==> src/rtl/arbitro_rr_pkg.sv <==
// rtl/arbitro_rr_pkg.sv - shared state encoding, sizes and destination helper for the round-robin arbiter
package arbitro_rr_pkg;

  localparam int N_PORTS = 4;
  localparam int DEST_W  = 2;

  typedef enum logic {
    IDLE  = 1'b0,
    SERVE = 1'b1
  } state_t;

  // Destination is the top DEST_W bits of a data_w-wide word, passed zero-extended to 32 bits.
  function automatic logic [DEST_W-1:0] dest_of(input logic [31:0] word, input int data_w);
    return DEST_W'(word >> (data_w - DEST_W));
  endfunction

endpackage

==> src/rtl/arbitro_rr_if.sv <==
// rtl/arbitro_rr_if.sv - input/output FIFO handshake bundle between the arbiter and its FIFOs
interface arbitro_rr_if #(
  parameter int DATA_W = 6
);

  logic [3:0]        emp_I;
  logic [DATA_W-1:0] data_I0;
  logic [DATA_W-1:0] data_I1;
  logic [DATA_W-1:0] data_I2;
  logic [DATA_W-1:0] data_I3;
  logic [3:0]        afull_O;
  logic [3:0]        pop_I;
  logic [3:0]        push_O;
  logic [DATA_W-1:0] data_O;

  modport master (
    input  emp_I, data_I0, data_I1, data_I2, data_I3, afull_O,
    output pop_I, push_O, data_O
  );

  modport slave (
    output emp_I, data_I0, data_I1, data_I2, data_I3, afull_O,
    input  pop_I, push_O, data_O
  );

endinterface

==> src/rtl/arbitro_rr_rr_picker.sv <==
// rtl/arbitro_rr_rr_picker.sv - combinational round-robin picker: first request at or after ptr, wrapping
module rr_picker
  import arbitro_rr_pkg::*;
(
  input  logic [N_PORTS-1:0] req,
  input  logic [1:0]         ptr,
  output logic [N_PORTS-1:0] gnt,
  output logic               valid
);

  always_comb begin
    logic [1:0] idx;
    gnt   = '0;
    valid = 1'b0;
    idx   = ptr;
    for (int k = 0; k < N_PORTS; k++) begin
      idx = ptr + 2'(k);
      if (!valid && req[idx]) begin
        gnt[idx] = 1'b1;
        valid    = 1'b1;
      end
    end
  end

endmodule

==> src/rtl/arbitro_rr.sv <==
// rtl/arbitro_rr.sv - round-robin arbiter moving words from four input FIFOs to four output FIFOs
module arbitro_rr
  import arbitro_rr_pkg::*;
#(
  parameter int DATA_W = 6,
  parameter int CNT_W  = 8
) (
  input  logic             clk,
  input  logic             reset,
  input  logic             active_in,
  arbitro_rr_if.master     bus,
  input  logic             cnt_req,
  input  logic [1:0]       cnt_sel,
  output logic             cnt_valid,
  output logic [CNT_W-1:0] cnt_out,
  output logic             busy
);

  state_t             state;
  logic [1:0]         rr_ptr;
  logic [CNT_W-1:0]   cnt_O [N_PORTS];
  logic [DATA_W-1:0]  word  [N_PORTS];
  logic [DEST_W-1:0]  dest  [N_PORTS];
  logic [N_PORTS-1:0] elig;
  logic [N_PORTS-1:0] gnt;
  logic               gnt_valid;
  logic [1:0]         g_idx;
  logic [DEST_W-1:0]  g_dest;
  logic               all_empty;

  assign word[0]   = bus.data_I0;
  assign word[1]   = bus.data_I1;
  assign word[2]   = bus.data_I2;
  assign word[3]   = bus.data_I3;
  assign all_empty = &bus.emp_I;

  // A head word is only offered when its target FIFO can still take it.
  always_comb begin
    for (int i = 0; i < N_PORTS; i++) begin
      dest[i] = dest_of(32'(word[i]), DATA_W);
      elig[i] = (state == SERVE) && !bus.emp_I[i] && !bus.afull_O[dest[i]];
    end
  end

  rr_picker u_picker (
    .req   (elig),
    .ptr   (rr_ptr),
    .gnt   (gnt),
    .valid (gnt_valid)
  );

  always_comb begin
    g_idx = '0;
    for (int i = 0; i < N_PORTS; i++) begin
      if (gnt[i]) g_idx = 2'(i);
    end
  end

  assign g_dest     = dest[g_idx];
  assign bus.pop_I  = gnt;
  assign bus.push_O = gnt_valid ? (N_PORTS'(1) << g_dest) : '0;
  assign bus.data_O = gnt_valid ? word[g_idx] : '0;

  always_ff @(posedge clk) begin
    if (reset) begin
      state  <= IDLE;
      busy   <= 1'b0;
      rr_ptr <= '0;
    end else begin
      case (state)
        IDLE: begin
          if (active_in && !all_empty) begin
            state <= SERVE;
            busy  <= 1'b1;
          end
        end
        SERVE: begin
          if (!active_in || all_empty) begin
            state <= IDLE;
            busy  <= 1'b0;
          end
        end
      endcase
      if (gnt_valid) rr_ptr <= g_idx + 2'd1;
    end
  end

  always_ff @(posedge clk) begin
    if (reset) begin
      for (int j = 0; j < N_PORTS; j++) cnt_O[j] <= '0;
    end else begin
      for (int j = 0; j < N_PORTS; j++) begin
        if (bus.push_O[j]) cnt_O[j] <= cnt_O[j] + CNT_W'(1);
      end
    end
  end

  // The read samples the counter before this cycle's increment lands.
  always_ff @(posedge clk) begin
    if (reset) begin
      cnt_valid <= 1'b0;
      cnt_out   <= '0;
    end else begin
      cnt_valid <= cnt_req;
      if (cnt_req) cnt_out <= cnt_O[cnt_sel];
    end
  end

endmodule

==> src/flat_wrapper.sv <==
// flat-port wrapper written by rule: the top's interface ports become plain ports
module arbitro_rr_flat import arbitro_rr_pkg::*;
#(
  parameter int DATA_W = 6,
  parameter int CNT_W  = 8
)
  (clk, reset, active_in, cnt_req, cnt_sel, cnt_valid, cnt_out, busy, bus_emp_I, bus_data_I0, bus_data_I1, bus_data_I2, bus_data_I3, bus_afull_O, bus_pop_I, bus_push_O, bus_data_O);
  arbitro_rr_if #(.DATA_W(DATA_W)) bus_i ();
  input  logic clk;
  input  logic reset;
  input  logic active_in;
  input  logic cnt_req;
  input  logic [1:0] cnt_sel;
  output logic cnt_valid;
  output logic [CNT_W-1:0] cnt_out;
  output logic busy;
  input wire logic [$bits(bus_i.emp_I)-1:0] bus_emp_I;
  input wire logic [$bits(bus_i.data_I0)-1:0] bus_data_I0;
  input wire logic [$bits(bus_i.data_I1)-1:0] bus_data_I1;
  input wire logic [$bits(bus_i.data_I2)-1:0] bus_data_I2;
  input wire logic [$bits(bus_i.data_I3)-1:0] bus_data_I3;
  input wire logic [$bits(bus_i.afull_O)-1:0] bus_afull_O;
  output wire logic [$bits(bus_i.pop_I)-1:0] bus_pop_I;
  output wire logic [$bits(bus_i.push_O)-1:0] bus_push_O;
  output wire logic [$bits(bus_i.data_O)-1:0] bus_data_O;
  assign bus_i.emp_I = bus_emp_I;
  assign bus_i.data_I0 = bus_data_I0;
  assign bus_i.data_I1 = bus_data_I1;
  assign bus_i.data_I2 = bus_data_I2;
  assign bus_i.data_I3 = bus_data_I3;
  assign bus_i.afull_O = bus_afull_O;
  assign bus_pop_I = bus_i.pop_I;
  assign bus_push_O = bus_i.push_O;
  assign bus_data_O = bus_i.data_O;
  arbitro_rr #(.DATA_W(DATA_W), .CNT_W(CNT_W)) u_core (.clk(clk), .reset(reset), .active_in(active_in), .bus(bus_i), .cnt_req(cnt_req), .cnt_sel(cnt_sel), .cnt_valid(cnt_valid), .cnt_out(cnt_out), .busy(busy));
endmodule
==> config.mk <==
export PLATFORM = sky130hd
export DESIGN_NAME = arbitro_rr_flat
export DESIGN_NICKNAME = d
export VERILOG_FILES = /design/src/rtl/arbitro_rr_pkg.sv /design/src/rtl/arbitro_rr_if.sv /design/src/rtl/arbitro_rr_rr_picker.sv /design/src/rtl/arbitro_rr.sv /design/src/flat_wrapper.sv
export SDC_FILE = /design/constraint.sdc
export NUM_CORES = 1
export LEC_CHECK = 0
export ABC_AREA = 1
export ABC_CLOCK_PERIOD_IN_PS = 3850
export CAP_MARGIN = 0
export CORE_ASPECT_RATIO = 1.2
export CORE_MARGIN = 5
export CORE_UTILIZATION = 45
export CTS_CLUSTER_DIAMETER = 50
export DETAILED_ROUTE_END_ITERATION = 10
export DONT_BUFFER_PORTS = 1
export MAX_ROUTING_LAYER = met4
export PLACE_DENSITY_LB_ADDON = 0.15
export RECOVER_POWER = 50
export SLEW_MARGIN = 5
export SYNTH_ARGS = -nofsm -noshare
export SYNTH_HDL_FRONTEND = slang
export SYNTH_SLANG_ARGS = --single-unit
==> constraint.sdc <==
create_clock -name clk -period 3.85 [get_ports clk]
set_input_delay 1.155 -clock clk [delete_from_list [all_inputs] [get_ports clk]]
set_output_delay 1.155 -clock clk [all_outputs]
set_load 0.05 [all_outputs]
Yosys cells after proc, flatten, opt, wreduce, memory -nomap -nowiden
Memories as Yosys holds them, arrays and structs flattened. A register that Yosys moved wholly into a read port is not among the register bits.
Cells that the tools add are included.

cells by class
  add/subtract/negate cells = 8
  equal/unequal tests = 2
  shift operators = 1
  order comparisons = 13
  reduce and logical (&&, ||, !) cells = 32
  bitwise operators = 9
  muxes and demuxes = 67

operators by type and width
  cell                                                 count
  two-way mux 1 bit                                    35
  adder 8 x 1 -> 8 bit, second input constant          4
  two-way mux 8 bit                                    4
  < comparator 2 x 3 -> 1 bit, second input constant   8
  two-way mux 4 bit                                    5
  two-way mux 6 bit                                    3
  binary-select mux 1 bit (select 2 bit)               8
  logical AND 1 bit                                    16
  zero test 1 bit                                      13
  binary-select mux 6 bit (select 2 bit)               1
  bitwise OR 4 bit                                     3
  demux 1 bit (select 2 bit)                           4
  >= comparator 2 x 1 -> 1 bit, second input constant  4
  two-way mux 2 bit                                    4
  adder 2 x 1 -> 2 bit, second input constant          2
  adder 2 bit, second input constant                   2
  binary-select mux 2 bit (select 2 bit)               1
  bitwise OR 1 bit                                     4
  one-hot mux 1 bit (2 select lines)                   2
  AND reduction 4 bit                                  1
  << shifter 1 x 2 -> 4 bit, first input constant      1
  >= comparator 3 bit, second input constant           1
  NOT 2 -> 3 bit                                       1
  != test 2 x 1 -> 1 bit, second input constant        1
  other kinds (4)                                      4

word-level totals
  logic and storage cells = 137
  memory bits (writable) = 32
  memories kept = 1
  output and inout port bits = 24
  input port bits = 38
  register bits after elaboration = 5

memory list
  memory        words  bits a word  read ports  clocked after Yosys merged registers in  write ports  line              source
  u_core.cnt_O  4      8            5           1                                        4            arbitro_rr.sv:21  logic [CNT_W-1:0] cnt_O [N_PORTS];

Depth between registers and ports, before layout
Gate-level depths: netlist of the first run.

  depth in word-level cells = 29
  mapped depth = 20
  gate-level depth less buffers = 20

Hierarchy
From an unflattened synthesis of the first run, not the netlist that was laid out.

second synthesis, totals
  cells, all modules = 429
  area, all modules = 3358.2 µm²

modules (own cells, without submodules)
  module      cells each  area each (µm²)  times used  sequential area each (µm²)
  arbitro_rr  353         2939.1           1           1221.2
  rr_picker   76          419.2            1           0.0

Least setup slack after synthesis of the first run
No wires, ideal clock.

  path type = input port to output port
  start = input port bus_afull_O[3]
  end = output port bus_pop_I[0]
  arrival time = 3537 ps
  data required time = 2695 ps
  buffers on the path = 0
  setup slack = -842 ps
  stages = 8
  path through = inv_1 -> nand2_1 -> nand3_2 -> nand3_2 -> nand2_1 -> nand3_2 -> nand2_4 -> o311ai_0

between the ends
  longest elaborated chain between the ends = 16
  elaborated cells between the ends (all ways) = 40
  those cells by class = mux: 23; bitwise: 3; reduce/logical: 14

ends and longest elaborated chain
  element                                  line                        source
  from (decl)                              flat_wrapper.sv:22          input wire logic [$bits(bus_i.afull_O)-1:0] bus_afull_O;
  binary-select mux 1 bit (select 2 bit)   arbitro_rr.sv:41            elig[i] = (state == SERVE) && !bus.emp_I[i] && !bus.afull_O[dest[i]];
  two-way mux 1 bit (implied by the code)  arbitro_rr.sv:41
  zero test 1 bit                          arbitro_rr.sv:41
  logical AND 1 bit                        arbitro_rr.sv:41
  binary-select mux 1 bit (select 2 bit)   arbitro_rr_rr_picker.sv:18  if (!valid && req[idx]) begin
  two-way mux 1 bit (implied by the code)  arbitro_rr_rr_picker.sv:18
  two-way mux 1 bit                        arbitro_rr_rr_picker.sv:18
  zero test 1 bit                          arbitro_rr_rr_picker.sv:18
  logical AND 1 bit                        arbitro_rr_rr_picker.sv:18
  two-way mux 1 bit                        arbitro_rr_rr_picker.sv:18
  zero test 1 bit                          arbitro_rr_rr_picker.sv:18
  logical AND 1 bit                        arbitro_rr_rr_picker.sv:18
  two-way mux 1 bit                        arbitro_rr_rr_picker.sv:18
  zero test 1 bit                          arbitro_rr_rr_picker.sv:18
  logical AND 1 bit                        arbitro_rr_rr_picker.sv:18
  two-way mux 4 bit *                      arbitro_rr_rr_picker.sv:18
  to (decl)                                flat_wrapper.sv:23          output wire logic [$bits(bus_i.pop_I)-1:0] bus_pop_I;

Mark *: on every way between the ends. The rest lies on a longest branch, timed or not. The select of a mux whose other input is x is not followed.

Final worst setup path of the first run
  start = input port bus_afull_O[2]
  end = output port bus_push_O[3]

between the ends
  longest elaborated chain between the ends = 25
  elaborated cells between the ends (all ways) = 50
  those cells by class = shift: 1; mux: 31; bitwise: 4; reduce/logical: 14

ends and longest elaborated chain
  element                                                line                        source
  binary-select mux 1 bit (select 2 bit)                 arbitro_rr.sv:41
  two-way mux 1 bit (implied by the code)                arbitro_rr.sv:41
  zero test 1 bit                                        arbitro_rr.sv:41
  logical AND 1 bit                                      arbitro_rr.sv:41
  binary-select mux 1 bit (select 2 bit)                 arbitro_rr_rr_picker.sv:18
  two-way mux 1 bit (implied by the code)                arbitro_rr_rr_picker.sv:18
  two-way mux 1 bit                                      arbitro_rr_rr_picker.sv:18
  zero test 1 bit                                        arbitro_rr_rr_picker.sv:18
  (+7 left out)                                          --
  two-way mux 4 bit                                      arbitro_rr_rr_picker.sv:18
  two-way mux 1 bit                                      arbitro_rr.sv:55            if (gnt[i]) g_idx = 2'(i);
  two-way mux 2 bit (2 in series)                        arbitro_rr.sv:55
  NOT 2 -> 3 bit (implied by the code)                   arbitro_rr.sv:59            assign g_dest = dest[g_idx];
  binary-select mux 2 bit (select 2 bit)                 arbitro_rr.sv:59
  two-way mux 2 bit (implied by the code) (2 in series)  arbitro_rr.sv:59
  << shifter 1 x 2 -> 4 bit                              arbitro_rr.sv:61            assign bus.push_O = gnt_valid ? (N_PORTS'(1) << g_dest) : '0;
  two-way mux 4 bit *                                    arbitro_rr.sv:61
  to (decl)                                              flat_wrapper.sv:24          output wire logic [$bits(bus_i.push_O)-1:0] bus_push_O;

Marked as above.

==> impl_metrics.env, run 1 <==
export IMPL_utilization_pct=65.1
export IMPL_rows=35
export IMPL_ant_nets=0
export IMPL_syn_area_per_cell_um2=8.32
export IMPL_final_common_cell="inv_1"
export IMPL_finalWeightedCongestion=0.962
export IMPL_synthXorXnorAreaFrac_pct=5.85
export IMPL_synth_simple_area_share_pct=35.7
export IMPL_relSlewSlack_pct=57.0
export IMPL_yosysSeqAreaShare_pct=34.0
export IMPL_htree_levels=2
export IMPL_clk_latency_ps=300
export IMPL_rsz0062_at_grt="yes"
export IMPL_hpwl_um=6780
export IMPL_grt_pass1_vias=3298
export IMPL_hold_buffers=0
export IMPL_synth_seq_cells=45
export IMPL_first_iter_violations=73
export IMPL_fp_dieW_um=91.6
export IMPL_die_y_um=108
export IMPL_synth_compound_area_share_pct=11.4
export IMPL_totalWireLength_um=9610
export IMPL_drc=0
export IMPL_grt_usage_pct=19.9
export IMPL_start_kind="input port"
export IMPL_cts_made_buffers=5
export IMPL_initial_core_util_pct=46.3
export IMPL_cp_data_required_time_ps=2690
export IMPL_synth_fp_nets=483
export IMPL_slowest_stage="bufbuf_16"
export IMPL_worstPathArrival_ps=3040
export IMPL_via_per_inst=5.39
export IMPL_synth_top_area_share_pct=26.8
export IMPL_drive_gt1_share_pct=46.3
export IMPL_path_max_fanout=4
export IMPL_cts_tree="built"
export IMPL_synth_mux_area_share_pct=0
export IMPL_drtPass1Iterations=4
export IMPL_min_period_over_period_pct=109
export IMPL_core_um2=7750
export IMPL_antenna_found_initial=0
export IMPL_final_cell_mix="52 x inv_1, 37 x buf_4, 32 x edfxtp_1, 30 x nand2_4, 27 x nor2_2"
export IMPL_grt_pass1_wl_um=15400
export IMPL_antenna_cells=0
export IMPL_final_nets=534
export IMPL_synth_largest_area_cell="edfxtp_1"
export IMPL_hp_class="register to register"
export IMPL_fp_dieArea_um2=9880
export IMPL_vias=3104
export IMPL_routedWlPerCell_um=16.7
export IMPL_yosys_area_share_adder_pct=4.53
export IMPL_setup_ws_ps=-348
export IMPL_cp_num_buf_inv=3
export IMPL_area_delta_synth_final_pct=40.5
export IMPL_yosys_top_cells_area="edfxtp_1 27%, dfxtp_1 7.2%, inv_1 6.1%, nand3_2 5.0%, nor2_2 4.7%"
export IMPL_clkTransAtPathRegs_ps=80
export IMPL_fmax_mhz=238
export IMPL_status="finished, violations left"
export IMPL_cts_sinks=45
export IMPL_clock_path_buffers=2
export IMPL_finalMaxSlewViolations=0
export IMPL_ys_warn_count=0
export IMPL_synth_top_family_by_area="simple AND/OR/NAND/NOR gates"
export IMPL_slowest_delay_ps=260
export IMPL_cp_end_kind="output port"
export IMPL_cp_top_family="simple AND/OR/NAND/NOR gates"
export IMPL_grt_max_degree=20
export IMPL_path_class="input port to output port"
export IMPL_final_setup_viol_count=10
export IMPL_ys_types=35
export IMPL_clock_skew_ps=16.4
export IMPL_grt_overflow_total=0
export IMPL_hold_viol=0
export IMPL_root_buffer="clkbuf_8"
export IMPL_fin_crit_ps=4200
export IMPL_io_buffers=0
export IMPL_syn_inst=432
export IMPL_max_cap_viol_count=0
export IMPL_tightest_slew_ps=644
export IMPL_io_pins=62
export IMPL_critical_path_cell_chain="clkinv_16 -> nand2_2 -> nand3_4 -> nand4_1 -> nand3_1 -> nand2_2 -> nand4_4 -> nor2_4 -> nor2_4 -> bufbuf_16 -> nand3_1 -> nand2_1 -> nand2_2 -> nand2_4 -> nor2_4 -> buf_12"
export IMPL_violations="negative setup slack"
export IMPL_syn_area_um2=3590
==> routing by layer <==
layer	vias up	track usage (%)	share of wire, %
li1	1549	-	-
met1	1469	20.5	38
met2	66	37.8	56
met3	20	3.01	3.9
met4	0	7.22	2.5
met5	-	-	0
==> worst min-delay path: stages, from the launching register on <==
cell and delay [ps]:
dfxtp_1 340, nor2_1 90, a21oi_1 40, nor2_1 70
==> kinds of logic (layout without fill, tap and decap cells) <==
logic type / Yosys count / in the layout
adders and majority gates: 13 / 13
and+or+nand+nor: 204 / 205
AOI/OAI and AO/OA: 70 / 70
xor gates and xnor gates: 24 / 24
DFF: 45 / 45
buffers and inverters: 76 / 127
==> what timing repair did <==
action,CTS,global route
gates resized for setup,91,29
endpoints found under the setup margin,10,12
gates cloned,2,0
buffers inserted,11,1
pin swaps,52,17
==> cell type report <==
cell class	instances	area, um^2
Clock buffer	6	72.6
Clock inverter	2	35.0
Fill cell	611	2700
Inverter	66	360
Multi-Input combinational cell	312	2660
Sequential cell	45	1220
Tap cell	92	115
Timing Repair Buffer	53	579
==> metrics by stage <==
| stage | area (um^2) | hold slack (ps) | TNS, ps | cells | setup slack (ps) |
|---|---|---|---|---|---|
| after floorplan | 3800 | 526 | -1870 | 432 | -226 |
| after global placement | 4270 | 543 | -3260 | 554 | -397 |
| after detailed placement | 4270 | 558 | -3640 | 554 | -429 |
| after CTS | 4910 | 574 | -2700 | 575 | -306 |
| after global routing | 5050 | 616 | -4160 | 576 | -441 |
| final | 5050 | 570 | -3000 | 576 | -348 |
==> sequential cells by signal, indices dropped and copies added (netlist names) <==
name / cells
u_core.cnt_O: 32
u_core.state: 1
u_core.busy: 1
u_core.rr_ptr: 2
u_core.cnt_out: 8
u_core.cnt_valid: 1
==> cell usage after synthesis, drive strengths merged <==
cell,count
buf,3
nor3,7
a211oi,1
a41oi,1
nand3,57
edfxtp,32
nand2,59
nor2,70
inv,65
xnor2,6
dfxtp,13
a21oi,24
o311ai,1
clkinv,1
a32oi,1
nand4,11
ha,13
o21ai,30
clkbuf,7
o21a,3
xor2,18
o211ai,6
o221ai,3
==> final timing paths <==
kind,endpoint,slack (ps),depth (start not counted),from
hold / removal,u_core.busy,570,3,u_core.state
hold reg to reg,u_core.busy,570,3,u_core.state
setup / recovery,bus_push_O[3],-350,16,bus_afull_O[2]
setup reg to reg,u_core.cnt_O[1][1],770,17,u_core.rr_ptr[0]
Power of run 1 is not shown: default switching activity piles up to over one toggle a cycle in this logic, so the estimate is an artifact.
==> inputs of run 2 (changes only) <==
--- a/config.mk
+++ b/config.mk
@@ -12,6 +12,7 @@
 export CORE_MARGIN = 5
 export CORE_UTILIZATION = 45
 export CTS_CLUSTER_DIAMETER = 50
+export CTS_CLUSTER_SIZE = 14
 export DETAILED_ROUTE_END_ITERATION = 10
 export DONT_BUFFER_PORTS = 1
 export MAX_ROUTING_LAYER = met4
==> results of run 2 <==
The final DEF is identical to that of run 1; final timing and power are the same.
Power of run 2 is left out for the same reason.
==> RTL change, RTL diff (flow settings as in run 2) <==
Make the reset (`reset`) asynchronous in 3 clocked blocks.
--- a/src/rtl/arbitro_rr.sv
+++ b/src/rtl/arbitro_rr.sv
@@ -61,7 +61,7 @@
   assign bus.push_O = gnt_valid ? (N_PORTS'(1) << g_dest) : '0;
   assign bus.data_O = gnt_valid ? word[g_idx] : '0;
 
-  always_ff @(posedge clk) begin
+  always_ff @(posedge clk or posedge reset) begin
     if (reset) begin
       state  <= IDLE;
       busy   <= 1'b0;
@@ -85,7 +85,7 @@
     end
   end
 
-  always_ff @(posedge clk) begin
+  always_ff @(posedge clk or posedge reset) begin
     if (reset) begin
       for (int j = 0; j < N_PORTS; j++) cnt_O[j] <= '0;
     end else begin
@@ -96,7 +96,7 @@
   end
 
   // The read samples the counter before this cycle's increment lands.
-  always_ff @(posedge clk) begin
+  always_ff @(posedge clk or posedge reset) begin
     if (reset) begin
       cnt_valid <= 1'b0;
       cnt_out   <= '0;
Behaviour: differs if reset is asserted again (counterexample within 4 cycles, from zero or initial values and one cycle with reset high); with reset held inactive, the same outputs for 10 cycles.
==> RTL change against run 2 <==
The run still ends with negative setup slack left; global-route usage grew 1.3 points; sequential cell count is the same; worst setup slack lost 0.011 ns; cell area shrank 0.59%; routed wire length grew 6.6%; synthesized area shrank 0.73%; sequential share of layout area shrank 1.8 points; critical endpoint is now bus_data_O[0].
Power is not shown: default switching activity piles up to over one toggle a cycle in this logic, so the estimate is an artifact.
==> RTL change: results <==
[status]
status = "finished, violations left"
violations = "negative setup slack"

[synthesis]
postSynth.asyncResetShare_pct = 100
synthTopCellsByArea = "dfrtp_1 (32%), nand2_1 (13%), nand3_1 (5.2%)"
synthesis.nets = 519
yosys-top-cells-count = "nand2_1 (128), dfrtp_1 (45), inv_1 (43), nand3_1 (37), o21ai_0 (27)"
synth_top_flop_cell = "dfrtp_1"
synth_cells = 469
seq_area_frac_synth_pct = 31.6

[timing]
max_slew_margin_pct = 11.9
worst_slack_ns = -0.360
finalSetupTns_ns = -3.22
clock_skew_ns = 0.00262
setup_violations = 10

[cells_and_area]
layout.cells.non_filler = 609
drive_above_1_share_pct = 37.3
finish.net_count = 566

[min_path]
min_delay_path_depth = 2

[place]
placedCellCount = 583
place_congestion = 0.914
hpwl_mm = 7.33

[worst_setup_path]
arrival_ns = 3.05
slowest_stage = "a21oi_4"
crit_start = "bus_afull_O[3]"
critPathMaxStageDelay_ns = 0.17
worstPathMaxFanout = 6
worst-r2r-cell-count = 21

[global_route]
gr-usage-all-layers_pct = 21.1
grt_pass1_vias = 3414
grt_pass1_wl_mm = 16.6

[routing]
route.met3.wl_um = 455
## RTL change: changes by cell type after synthesis, sizes merged, moves of 4 or more
cell           run 2  this run
inv               65        49
a21oi             24        20
dfxtp             13         0
nand3             57        52
edfxtp            32         0
a31oi              0         9
dfrtp              0        45
nand4             11        17
nand2             59       149
nor2              70        36
## RTL change: cell type report
type	count	area, um2
Multi-Input combinational cell	361	2780
Tap cell	92	115
Timing Repair Buffer	52	558
Fill cell	634	2690
Clock inverter	1	5.00
Inverter	51	333
Clock buffer	7	96.3
Sequential cell	45	1130
## RTL change: timing repair
action                     4_1_cts  5_1_grt
pin swaps                       44       48
buffers inserted                15        4
gates resized for setup         85       60
setup endpoints to repair       10       11
cloned                           1        0
## RTL change: logic make-up after synthesis
logic type | synth area share (%)
buffers and inverters | 7.51
adder cells (fa/ha/maj) | 4.21
AO/OA/AOI/OAI | 10.3
XOR/XNOR | 5.89
flip-flops | 31.6
AND/OR/NAND/NOR | 40.5
## RTL change: final timing paths
kind                                                     to  slack [ns]
worst min register to register  u_core.cnt_O[7]$_DFFE_PP0P_        0.49
max in group asynchronous       u_core.cnt_O[7]$_DFFE_PP0P_        1.46
worst max-delay path                          bus_data_O[0]       -0.36
worst min-delay path            u_core.cnt_O[7]$_DFFE_PP0P_        0.49
min in group asynchronous           u_core.busy$_DFFE_PP0P_        0.78
worst max register to register  u_core.cnt_O[3]$_DFFE_PP0P_        0.91
## RTL change: through the flow
stage,cell area (um2),setup WS (ns)
6_report,5020,-0.360
3_3_place_gp,4110,-0.445
2_1_floorplan,3730,-0.439
5_1_grt,5020,-0.460
3_5_place_dp,4110,-0.466
4_1_cts,4700,-0.312
## RTL change: tightest hold or removal path, cell delays in order (launching register included)
cell,delay [ns]
dfrtp_1,0.36
nand2_1,0.05
nand2_1,0.05
